## src/rtl/fp_add_arbiter.sv

```systemverilog
// Round-robin sequencer that shares one combinational float_adder between two
// valid/ready requesters and returns each result on the winner's response channel.
module fp_add_arbiter #(
  parameter int ADD_LAT = 1,
  parameter int W       = 32
) (
  input  logic         clk,
  input  logic         rst,
  input  logic         req0_valid,
  output logic         req0_ready,
  input  logic [W-1:0] req0_a,
  input  logic [W-1:0] req0_b,
  input  logic         req1_valid,
  output logic         req1_ready,
  input  logic [W-1:0] req1_a,
  input  logic [W-1:0] req1_b,
  output logic [W-1:0] add_a,
  output logic [W-1:0] add_b,
  input  logic [W-1:0] add_out,
  output logic         resp0_valid,
  output logic [W-1:0] resp0_data,
  input  logic         resp0_ready,
  output logic         resp1_valid,
  output logic [W-1:0] resp1_data,
  input  logic         resp1_ready,
  output logic         busy
);

  typedef enum logic [1:0] {IDLE, WAIT, RESP} state_t;

  state_t       state, state_nxt;
  logic         owner, last_grant, grant, accept, resp_hs;
  logic [3:0]   cnt;
  logic [W-1:0] result;

  // grant = 0 selects requester 0, 1 selects requester 1.
  always_comb begin
    // NOTE: every always_comb output gets a default first so no path infers a latch.
    grant = 1'b0;
    case ({req1_valid, req0_valid})
      2'b10:   grant = 1'b1;
      2'b11:   grant = ~last_grant;
      default: grant = 1'b0;
    endcase
  end

  assign accept  = (state == IDLE) && (req0_valid || req1_valid);
  assign resp_hs = owner ? resp1_ready : resp0_ready;

  always_ff @(posedge clk) begin
    // NOTE: sequential state uses non-blocking assignments so all flops update together.
    if (rst) state <= IDLE;
    else     state <= state_nxt;
  end

  always_comb begin
    state_nxt = state;
    case (state)
      IDLE:    if (accept) state_nxt = WAIT;
      WAIT:    if (cnt == 4'd0) state_nxt = RESP;
      RESP:    if (resp_hs) state_nxt = IDLE;
      default: state_nxt = IDLE;
    endcase
  end

  always_ff @(posedge clk) begin
    if (rst) begin
      add_a      <= '0;
      add_b      <= '0;
      result     <= '0;
      owner      <= 1'b0;
      last_grant <= 1'b1;
      cnt        <= 4'd0;
    end else begin
      case (state)
        IDLE: if (accept) begin
          add_a <= grant ? req1_a : req0_a;
          add_b <= grant ? req1_b : req0_b;
          owner <= grant;
          cnt   <= 4'(ADD_LAT - 1);
        end
        WAIT: begin
          if (cnt == 4'd0) result <= add_out;
          else             cnt    <= cnt - 4'd1;
        end
        RESP: if (resp_hs) last_grant <= owner;
        default: ;
      endcase
    end
  end

  // Handshake outputs are forced low while reset is asserted.
  always_comb begin
    req0_ready  = !rst && (state == IDLE) && req0_valid && !grant;
    req1_ready  = !rst && (state == IDLE) && req1_valid && grant;
    resp0_valid = !rst && (state == RESP) && !owner;
    resp1_valid = !rst && (state == RESP) && owner;
    resp0_data  = result;
    resp1_data  = result;
    busy        = !rst && (state != IDLE);
  end

endmodule

```

## config.mk

```make
export PLATFORM = sky130hd
export DESIGN_NAME = fp_add_arbiter
export DESIGN_NICKNAME = d
export VERILOG_FILES = /design/src/rtl/fp_add_arbiter.sv
export SDC_FILE = /design/constraint.sdc
export NUM_CORES = 1
export LEC_CHECK = 0
export ABC_CLOCK_PERIOD_IN_PS = 1900
export CORE_MARGIN = 10
export CORE_UTILIZATION = 36
export DETAILED_ROUTE_END_ITERATION = 10
export GPL_ROUTABILITY_DRIVEN = 0
export PLACE_DENSITY = 0.8
export RECOVER_POWER = 25
export SLEW_MARGIN = 20
export SYNTH_ARGS = -nofsm -noshare
export SYNTH_HDL_FRONTEND = slang
export SYNTH_SLANG_ARGS = --single-unit
export TNS_END_PERCENT = 20
```

## constraint.sdc

```tcl
create_clock -name clk -period 1.9 [get_ports clk]
set_clock_uncertainty 0.1 [all_clocks]
set_input_delay 0.57 -clock clk [delete_from_list [all_inputs] [get_ports clk]]
set_output_delay 0.57 -clock clk [all_outputs]
set_load 0.05 [all_outputs]
```

Word-level counts from Yosys, hierarchy flattened
Cells that the tools add are included.
Word-level totals
  register bits: 104
  input bits: 166
  output and inout bits: 133
Cells by class
  add/sub/neg operators: 1
  equal/unequal tests: 8
  multiplexer cells: 11
  bitwise operators: 1
  reduce and logical (&&, ||, !) cells: 23
Operators with widths (count)
  2-to-1 mux 32 bit: 2
  logical AND 1 bit: 10
  2-to-1 mux 4 bit: 2
  != test 2 bit, second input constant: 4
  case mux 4 bit (2 select lines): 1
  equality test 2 bit, second input constant: 3
  2-to-1 mux 2 bit: 3
  case mux 2 bit (3 select lines): 1
  AND reduction 2 bit: 3
  AND reduction 3 bit: 2
  logical NOT 4 bit: 1
  nonzero test 2 bit: 2
  subtractor 4 x 1 -> 4 bit, second input constant: 1
  logical NOT 1 bit: 3
  equality test 2 x 1 -> 1 bit, second input constant: 1
  logical NOT 2 bit: 1
  case mux 1 bit (2 select lines): 1
  logical OR 1 bit: 1
  2-to-1 mux 1 bit: 1
  NOT 1 bit: 1

Logic depth before layout (Yosys ltp)
Gate-level depths: netlist (run 1).
  depth in word-level cells: 4
  gate-level depth with buffers: 7
  mapped depth without buffers: 5

Least setup slack after synthesis (run 1)
Ideal clock, no wire load.
  path type: input -> output
  start: in rst
  end: out resp1_valid
  arrival: 2.130 ns
  data required time: 1.230 ns
  path slack: -0.900 ns
  stages on the path: 3
  path buffers: 2
  cell sequence: clkbuf_1 clkbuf_1 nor3b_1
Between the ends
  word-level cells in the longest chain between the ends: 3
Ends and longest elaborated chain
  start: declaration: RTL line 8  | input logic rst,
  logical NOT 1 bit: RTL line 97  | resp1_valid = !rst && (state == RESP) && owner;
  logical AND 1 bit (2 in series): RTL line 97
  end: declaration: RTL line 23  | output logic resp1_valid,
No other way between the ends.

Worst setup path in the final report (run 1)
  start: in req0_valid
  end: out req1_ready
Between the ends
  word-level cells in the longest chain between the ends: 3
  elaborated cells on any way between the ends: 4
  those cells by class: 2 x eq/ne; 1 x mux; 1 x reduce/logical
Ends and longest elaborated chain
  start: declaration: RTL line 9  | input logic req0_valid,
  equality test 2 bit: RTL line 40  | case ({req1_valid, req0_valid})
  case mux 1 bit (2 select lines) (*): RTL line 40
  logical AND 1 bit (*): RTL line 95  | req1_ready = !rst && (state == IDLE) && req1_valid && grant;
  end: declaration: RTL line 14  | output logic req1_ready,
Every way passes the cells marked *; elsewhere a longest branch is shown, timed or not.

==> results of run 1 <==
==> metrics by stage <==
step	cell area (um^2)	power (mW)	util [%]
final	8476	7.242	67.44
after CTS	9314	7.816	74.11
after floorplan	4656	4.143	-
after global routing	8473	7.519	67.42
after global placement	8945	5.808	71.17
after detailed placement	8945	5.881	71.17
==> timing repair <==
item / CTS / global route
setup buffers: 4 / 1
setup endpoints to repair: 8 / 5
pin swaps: 5 / 1
resized for setup: 18 / 0
==> logic make-up (layout without fill, tap and decap cells) <==
logic type,Yosys count,count (layout),synth area share (%)
and+or+nand+nor,56,56,6.941
AOI/OAI and AO/OA,147,147,22.05
buffers and inverters,75,347,11.02
muxes,65,65,14.15
other,0,1,0
adders and majority gates,2,2,0.5443
DFF,104,104,45.29
==> routing by layer <==
layer / vias up / global-route usage, % / share of wire (%)
li1: 2170 / - / -
met1: 2227 / 20.48 / 36
met2: 186 / 37.77 / 54
met3: 26 / 6.813 / 7.1
met4: 0 / 8.252 / 2.6
met5: - / 0 / 0
==> flip-flops by register name, indices dropped and copies added, names as in the netlist <==
name	flops
add_a	32
owner	1
resp0_data	32
last_grant	1
cnt	4
state	2
add_b	32
==> report_power, final <==
part           switching (mW)  internal [mW]  total [mW]
Clock                   0.804           1.09        1.90
Combinational            1.55           1.18        2.72
Sequential              0.220           2.40        2.62
==> cell type report <==
cell class / count / area [um^2] / area share, %
Multi-Input combinational cell: 270 / 2082 / 24.56
Timing Repair Buffer: 328 / 3774 / 44.52
Sequential cell: 104 / 2091 / 24.67
Antenna cell: 1 / 2.502 / 0.02952
Clock inverter: 3 / 40.04 / 0.4724
Tap cell: 172 / 215.2 / 2.539
Inverter: 3 / 11.26 / 0.1329
Clock buffer: 13 / 260.3 / 3.071
==> cell usage in the layout, fill, tap and decap left out, types with 2 or more instances in the layout <==
cell type / synthesis / layout
clkdlybuf4s50_1: 0 / 161
dfxtp_1: 104 / 101
buf_12: 0 / 82
mux2i_1: 65 / 65
o2bb2ai_1: 64 / 64
clkbuf_2: 0 / 56
a21oi_1: 39 / 39
o21ai_1: 33 / 33
nand3_1: 33 / 33
buf_4: 38 / 22
clkbuf_16: 0 / 9
inv_1: 3 / 3
nor3_4: 0 / 2
nand2_2: 1 / 2
nor2_4: 0 / 2
nor3b_4: 1 / 2
nor2_1: 4 / 2
or4_1: 2 / 2
a21o_1: 2 / 2
or3_1: 2 / 2
o221ai_1: 2 / 2
ha_1: 2 / 2
clkinv_2: 0 / 2
clkbuf_8: 0 / 2
clkbuf_1: 5 / 2
dfxtp_4: 0 / 2
==> worst max-delay path by stage <==
stage	end	startpoint	slack (ns)	cells after the start
final	req1_ready	req0_valid	-0.08	4
after floorplan	resp1_valid	rst	-0.11	3
after global placement	req0_ready	req0_valid	-0.41	5
after global routing	req0_ready	state[0]	-0.12	4
after detailed placement	req0_ready	req0_valid	-0.43	5
after CTS	req0_ready	state[1]	-0.09	4
==> worst max-delay path, stage by stage <==
cell	delay, ns
clkdlybuf4s15_2	0.22
a21boi_4	0.18
and2_4	0.19
buf_12	0.14
==> summary.md, run 1 <==
| Metric | Value |
|---|---|
| Core ar. | 12,570 um^2 |
| Clk buf depth | 2 |
| Placed cell count | 872 |
| Run status | finished, violations left |
| Share of cells above drive strength 1 | 27.18% |
| Main synth FF type | dfxtp_1 |
| Final #Nets | 884 |
| Root buffer cell | clkbuf_16 |
| Worst VDD drop | 506.6 uV |
| PortBufs | 298 |
| Slew margin rel. | 66.13% |
| Synth area leader | dfxtp_1 |
| Clock Latency Late Sink | 0.34 ns |
| Post-DR vias/cell | 5.155 |
| Seq/Total Area, Yosys | 45.29% |
| Fin cells | 894 |
| Final worst setup slack | -0.07931 ns |
| Flop2flop setup slack | 0.15 ns |
| # DRC | 0 |
| Grt ovf | 0 |
| 1st-pass router iterations | 4 |
| Period minus WS final | 1.979 ns |
| DP Worst Slack | -0.4276 ns |
| Hold-fix buffers, CTS | 0 |
| Leakage | 3.337 nW |
| RR Startpoint | cnt[0] |
| CTS tree | yes |
| RSZ-0062 raised after global routing | true |
| Fin crit share | 104.2% |
| Pwr Density | 854.4 nW/um^2 |
| Worst Max-Slew Pin Slew | 0.5072 ns |
| Register bit total from synthesis | 104 |
| Final Hold Vio Count | 0 |
| Fill cells | 920 |
| Tot GR Track Use | 20.43% |
| Hold Path End | add_b[8] |
| CTS clk-pin slew, worst paths | 0.07 ns |
| Post-Synthesis Cells | 449 |
| Asr flop ratio synth | 0% |
| Critical path class | input pin to primary output |
| Syn_area_per_cell | 10.24 um^2 |
| Post-synth top area share | 45.29% |
| DIE AREA | 17,690 um^2 |
| FMAX | 505.2 MHz |
| Sum Neg Setup Slack | -0.1999 ns |
| H-tree Lvls | 3 |
| P&R area growth vs syn | 84.38% |
| Most instantiated cells after synthesis | 104 x dfxtp_1, 65 x mux2i_1, 64 x o2bb2ai_1 |
| MaxCap Viol Count | 0 |
| Worst Hold Launch | add_b[8] |
| Final max-slew violation count | 0 |
| Hpwl dp | 15.01 mm |
| Final setup vio count | 4 |
| Worst hold path type | flop to flop |
| Synth cell types | 38 |
| Worst r2r path cells | 6 |
| Post-DRT Antenna Nets | 0 |
| DRT iter0 DRCs | 268 |
| First-pass GRT wire length | 29.01 mm |
| Cts bufs inserted | 9 |
| Crit path capture type | primary output |
| Initial Utilization | 36.58% |
| Startpoint types | input pin |
| Post-synth EDFFs | 0 |
| Synth Warn # | 0 |
| Number of global-route vias before repair | 5,015 |
| Largest net degree at the start of global routing | 38 |
| Arr. time, crit path | 1.31 ns |
| Chip Width | 133 um |
| Min-Delay Path Depth | 1 |
| Total wire length | 18.96 mm |
| Clk sinks | 104 |
| Total number of vias | 4,609 |
| Num rows | 41 |
| Synth area leaders | dfxtp_1 45%, mux2i_1 14%, o2bb2ai_1 12%, buf_4 6.2%, a21oi_1 4.2% |
| Worst Path Max Fanout | 4 |
| Die height | 133 um |
| I/O pins | 299 |
| Avg WL per Cell | 21.20 um |
| Synthesized area | 4597 um^2 |
| Violated checks | negative setup slack |
| Worst Path Required | 1.23 ns |
| Initial antenna violation count | 0 |
| Final hold slack | 0.3590 ns |
| Mapped Nets | 617 |
| Reg2reg end | resp0_data[18] |
| Most frequent cell after synthesis | dfxtp_1 |
(Power assumes the default switching activity.)
==> run 2: changes to the inputs <==
--- a/config.mk
+++ b/config.mk
@@ -5,12 +5,12 @@
 export SDC_FILE = /design/constraint.sdc
 export NUM_CORES = 1
 export LEC_CHECK = 0
-export ABC_CLOCK_PERIOD_IN_PS = 1900
+export ABC_CLOCK_PERIOD_IN_PS = 2500
 export CORE_MARGIN = 10
-export CORE_UTILIZATION = 36
+export CORE_UTILIZATION = 39
 export DETAILED_ROUTE_END_ITERATION = 10
 export GPL_ROUTABILITY_DRIVEN = 0
-export PLACE_DENSITY = 0.8
+export PLACE_DENSITY = 0.86
 export RECOVER_POWER = 25
 export SLEW_MARGIN = 20
 export SYNTH_ARGS = -nofsm -noshare
==> constraint.sdc (replaced) <==
create_clock -name clk -period 2.5 [get_ports clk]
set_clock_uncertainty 0.1 [all_clocks]
set_input_delay 0.75 -clock clk [delete_from_list [all_inputs] [get_ports clk]]
set_output_delay 0.75 -clock clk [all_outputs]
set_load 0.05 [all_outputs]
==> run 2 against run 1 <==
Against the previous run: die area fell by 6.6%; the run now ends clean; largest power group is now registers; clock power fell by 25%; sequential cell count did not move; combinational power fell by 30%; final cell count fell by 4.9%.
==> summary.md, run 2 (synthesized netlist as in run 1, its figures left out) <==
| Metric | Value |
|---|---|
| Run status | finished clean |
| Worst Path Max Fanout | 2 (-2) |
| Worst Path Required | 1.65 ns (+0.42 ns) |
| CP max stage delay | 0.84 ns (+0.62 ns) |
| MaxCap Viol Count | 0 (unchanged) |
| Final #Nets | 870 (-1.6%) |
| Post-DRT Antenna Nets | 0 (unchanged) |
| Worst path cell trace | clkdlybuf4s50_1 |
| Crit path capture type | primary output |
| Final Cell Area | 7771 um^2 (-8.3%) |
| Number of global-route vias before repair | 4,828 (-3.7%) |
| Slowest CP cell | clkdlybuf4s50_1 |
| Clock Latency Late Sink | 0.34 ns (about the same) |
| Final setup vio count | 0 (-4) |
| Initial Utilization | 40.09% (+3.5 points) |
| Hpwl dp | 14.10 mm (-6.1%) |
| Leakage | 2.811 nW (-16%) |
| 1st-pass router iterations | 4 (unchanged) |
| H-tree Lvls | 3 (unchanged) |
| Critical path class | flop to primary output |
| Chip Width | 128.6 um (-3.3%) |
| DP Area | 7491 um^2 (-16%) |
| First-pass GRT wire length | 26.93 mm (-7.2%) |
| Post-DR vias/cell | 5.279 (+2.4%) |
| Largest net degree at the start of global routing | 55 (+45%) |
| Crit path buffers/inverters | 1 (-1) |
| Final Hold Vio Count | 0 (unchanged) |
| Period minus WS final | 2.411 ns |
| N_diodes | 0 (-1) |
| Hold-fix buffers, CTS | 0 (unchanged) |
| Clk sinks | 104 (unchanged) |
| Pwr Density | 679.9 nW/um^2 (-20%) |
| Num rows | 39 (-4.9%) |
| Total number of vias | 4,487 (-2.6%) |
| # DRC | 0 (unchanged) |
| Most frequent cells in the layout | 286 x clkdlybuf4s50_1, 104 x dfxtp_1, 65 x mux2i_1 |
| CTS clk-pin slew, worst paths | 0.07 ns (about the same) |
| FMAX | 414.8 MHz |
| P&R area growth vs syn | 69.05% |
| PortBufs | 298 (unchanged) |
| Core ar. | 11,470 um^2 (-8.8%) |
| Startpoint types | flop |
| I/O pins | 299 (unchanged) |
| Total power | 5.284 mW (-27%) |
| Initial antenna violation count | 0 (unchanged) |
| Tot GR Track Use | 20.37% (-0.059 points) |
| Worst hold path type | flop to flop |
| Utilization after layout | 67.77% (+0.33 points) |
| CTS tree | yes |
| Fill cells | 862 (-6.3%) |
| Crit path max-delay family | buffers and inverters |
| Arr. time, crit path | 1.56 ns (+0.25 ns) |
| RSZ-0062 raised after global routing | false |
| Leading cell type in the layout, fill and taps excluded | clkdlybuf4s50_1 |
| DRT iter0 DRCs | 233 (-13%) |
| Root buffer cell | clkbuf_16 |
| Worst Max-Slew Pin Slew | 1.159 ns (+0.6516 ns) |
| Slew margin rel. | 22.74% (-43 points) |
| Total wire length | 17.91 mm (-5.5%) |
| Final max-slew violation count | 0 (unchanged) |
| Cts bufs inserted | 9 (unchanged) |
| Grt ovf | 0 (unchanged) |
| Clk buf depth | 2 (unchanged) |
| Die height | 128.6 um (-3.3%) |
| Fin crit share | 96.42% |
| # Post-CTS Setup Buffers | 0 (-4) |
| Avg WL per Cell | 21.07 um (-0.64%) |
| Share of cells above drive strength 1 | 6.931% (-20 points) |
| DIE AREA | 16,530 um^2 (-6.6%) |
| Final hold slack | 0.3649 ns (+0.005884 ns) |
| Worst VDD drop | 386.0 uV (-24%) |
-- run 2: cell count changes in the layout (fill, tap and decap cells not counted), moves of 3 or more --
cell,delta
clkdlybuf4s50_1,+125
dfxtp_1,+3
clkbuf_1,+3
buf_4,-9
clkbuf_2,-55
buf_12,-76
-- run 2: per-stage QoR --
step                      setup WS (ns)  cells  TNS [ns]
after floorplan                -0.04883    449   -0.1006
after global placement          -0.1599    834   -0.3031
after detailed placement        -0.1497    834    -1.252
after CTS                       0.03830    850         0
after global routing            0.02737    850         0
final                           0.08943    850         0
-- run 2: path summary, 6_finish.rpt --
check | startpoint | endpoint | slack (ns) | depth (start not counted)
max | add_a[9] | add_a[9] | 0.09 | 1
min reg2reg | add_a[31] | add_a[31] | 0.36 | 1
min | add_a[31] | add_a[31] | 0.36 | 1
max reg2reg | cnt[0] | state[0] | 0.31 | 5
-- run 2: power by group --
group	total [mW]	switching [mW]	internal, mW
clock network	1.43	0.597	0.829
logic	1.91	1.16	0.755
registers	1.94	0.117	1.83
-- run 2: what timing repair did --
action,4_1_cts,5_1_grt
gates resized for setup,3,1
setup endpoints to repair,2,1
pin swaps,1,0
-- run 2: routing by layer --
metal,GRT usage [%],vias to the layer above,share of wire [%]
met4,8.448,0,2.7
met1,20.94,2102,36
met5,0,-,0
li1,-,2138,-
met3,8.172,27,11
met2,36.08,220,51
-- run 2: final cells by class --
| cell class | count | area, um^2 | share of cell area, % |
|---|---|---|---|
| clock inverter | 3 | 40.04 | 0.5152 |
| sequential | 104 | 2082 | 26.79 |
| timing repair buffer | 314 | 3137 | 40.36 |
| clock buffer | 13 | 260.3 | 3.349 |
| multi-input combinational | 270 | 2062 | 26.53 |
| tap | 143 | 178.9 | 2.302 |
| inverter | 3 | 11.26 | 0.1449 |
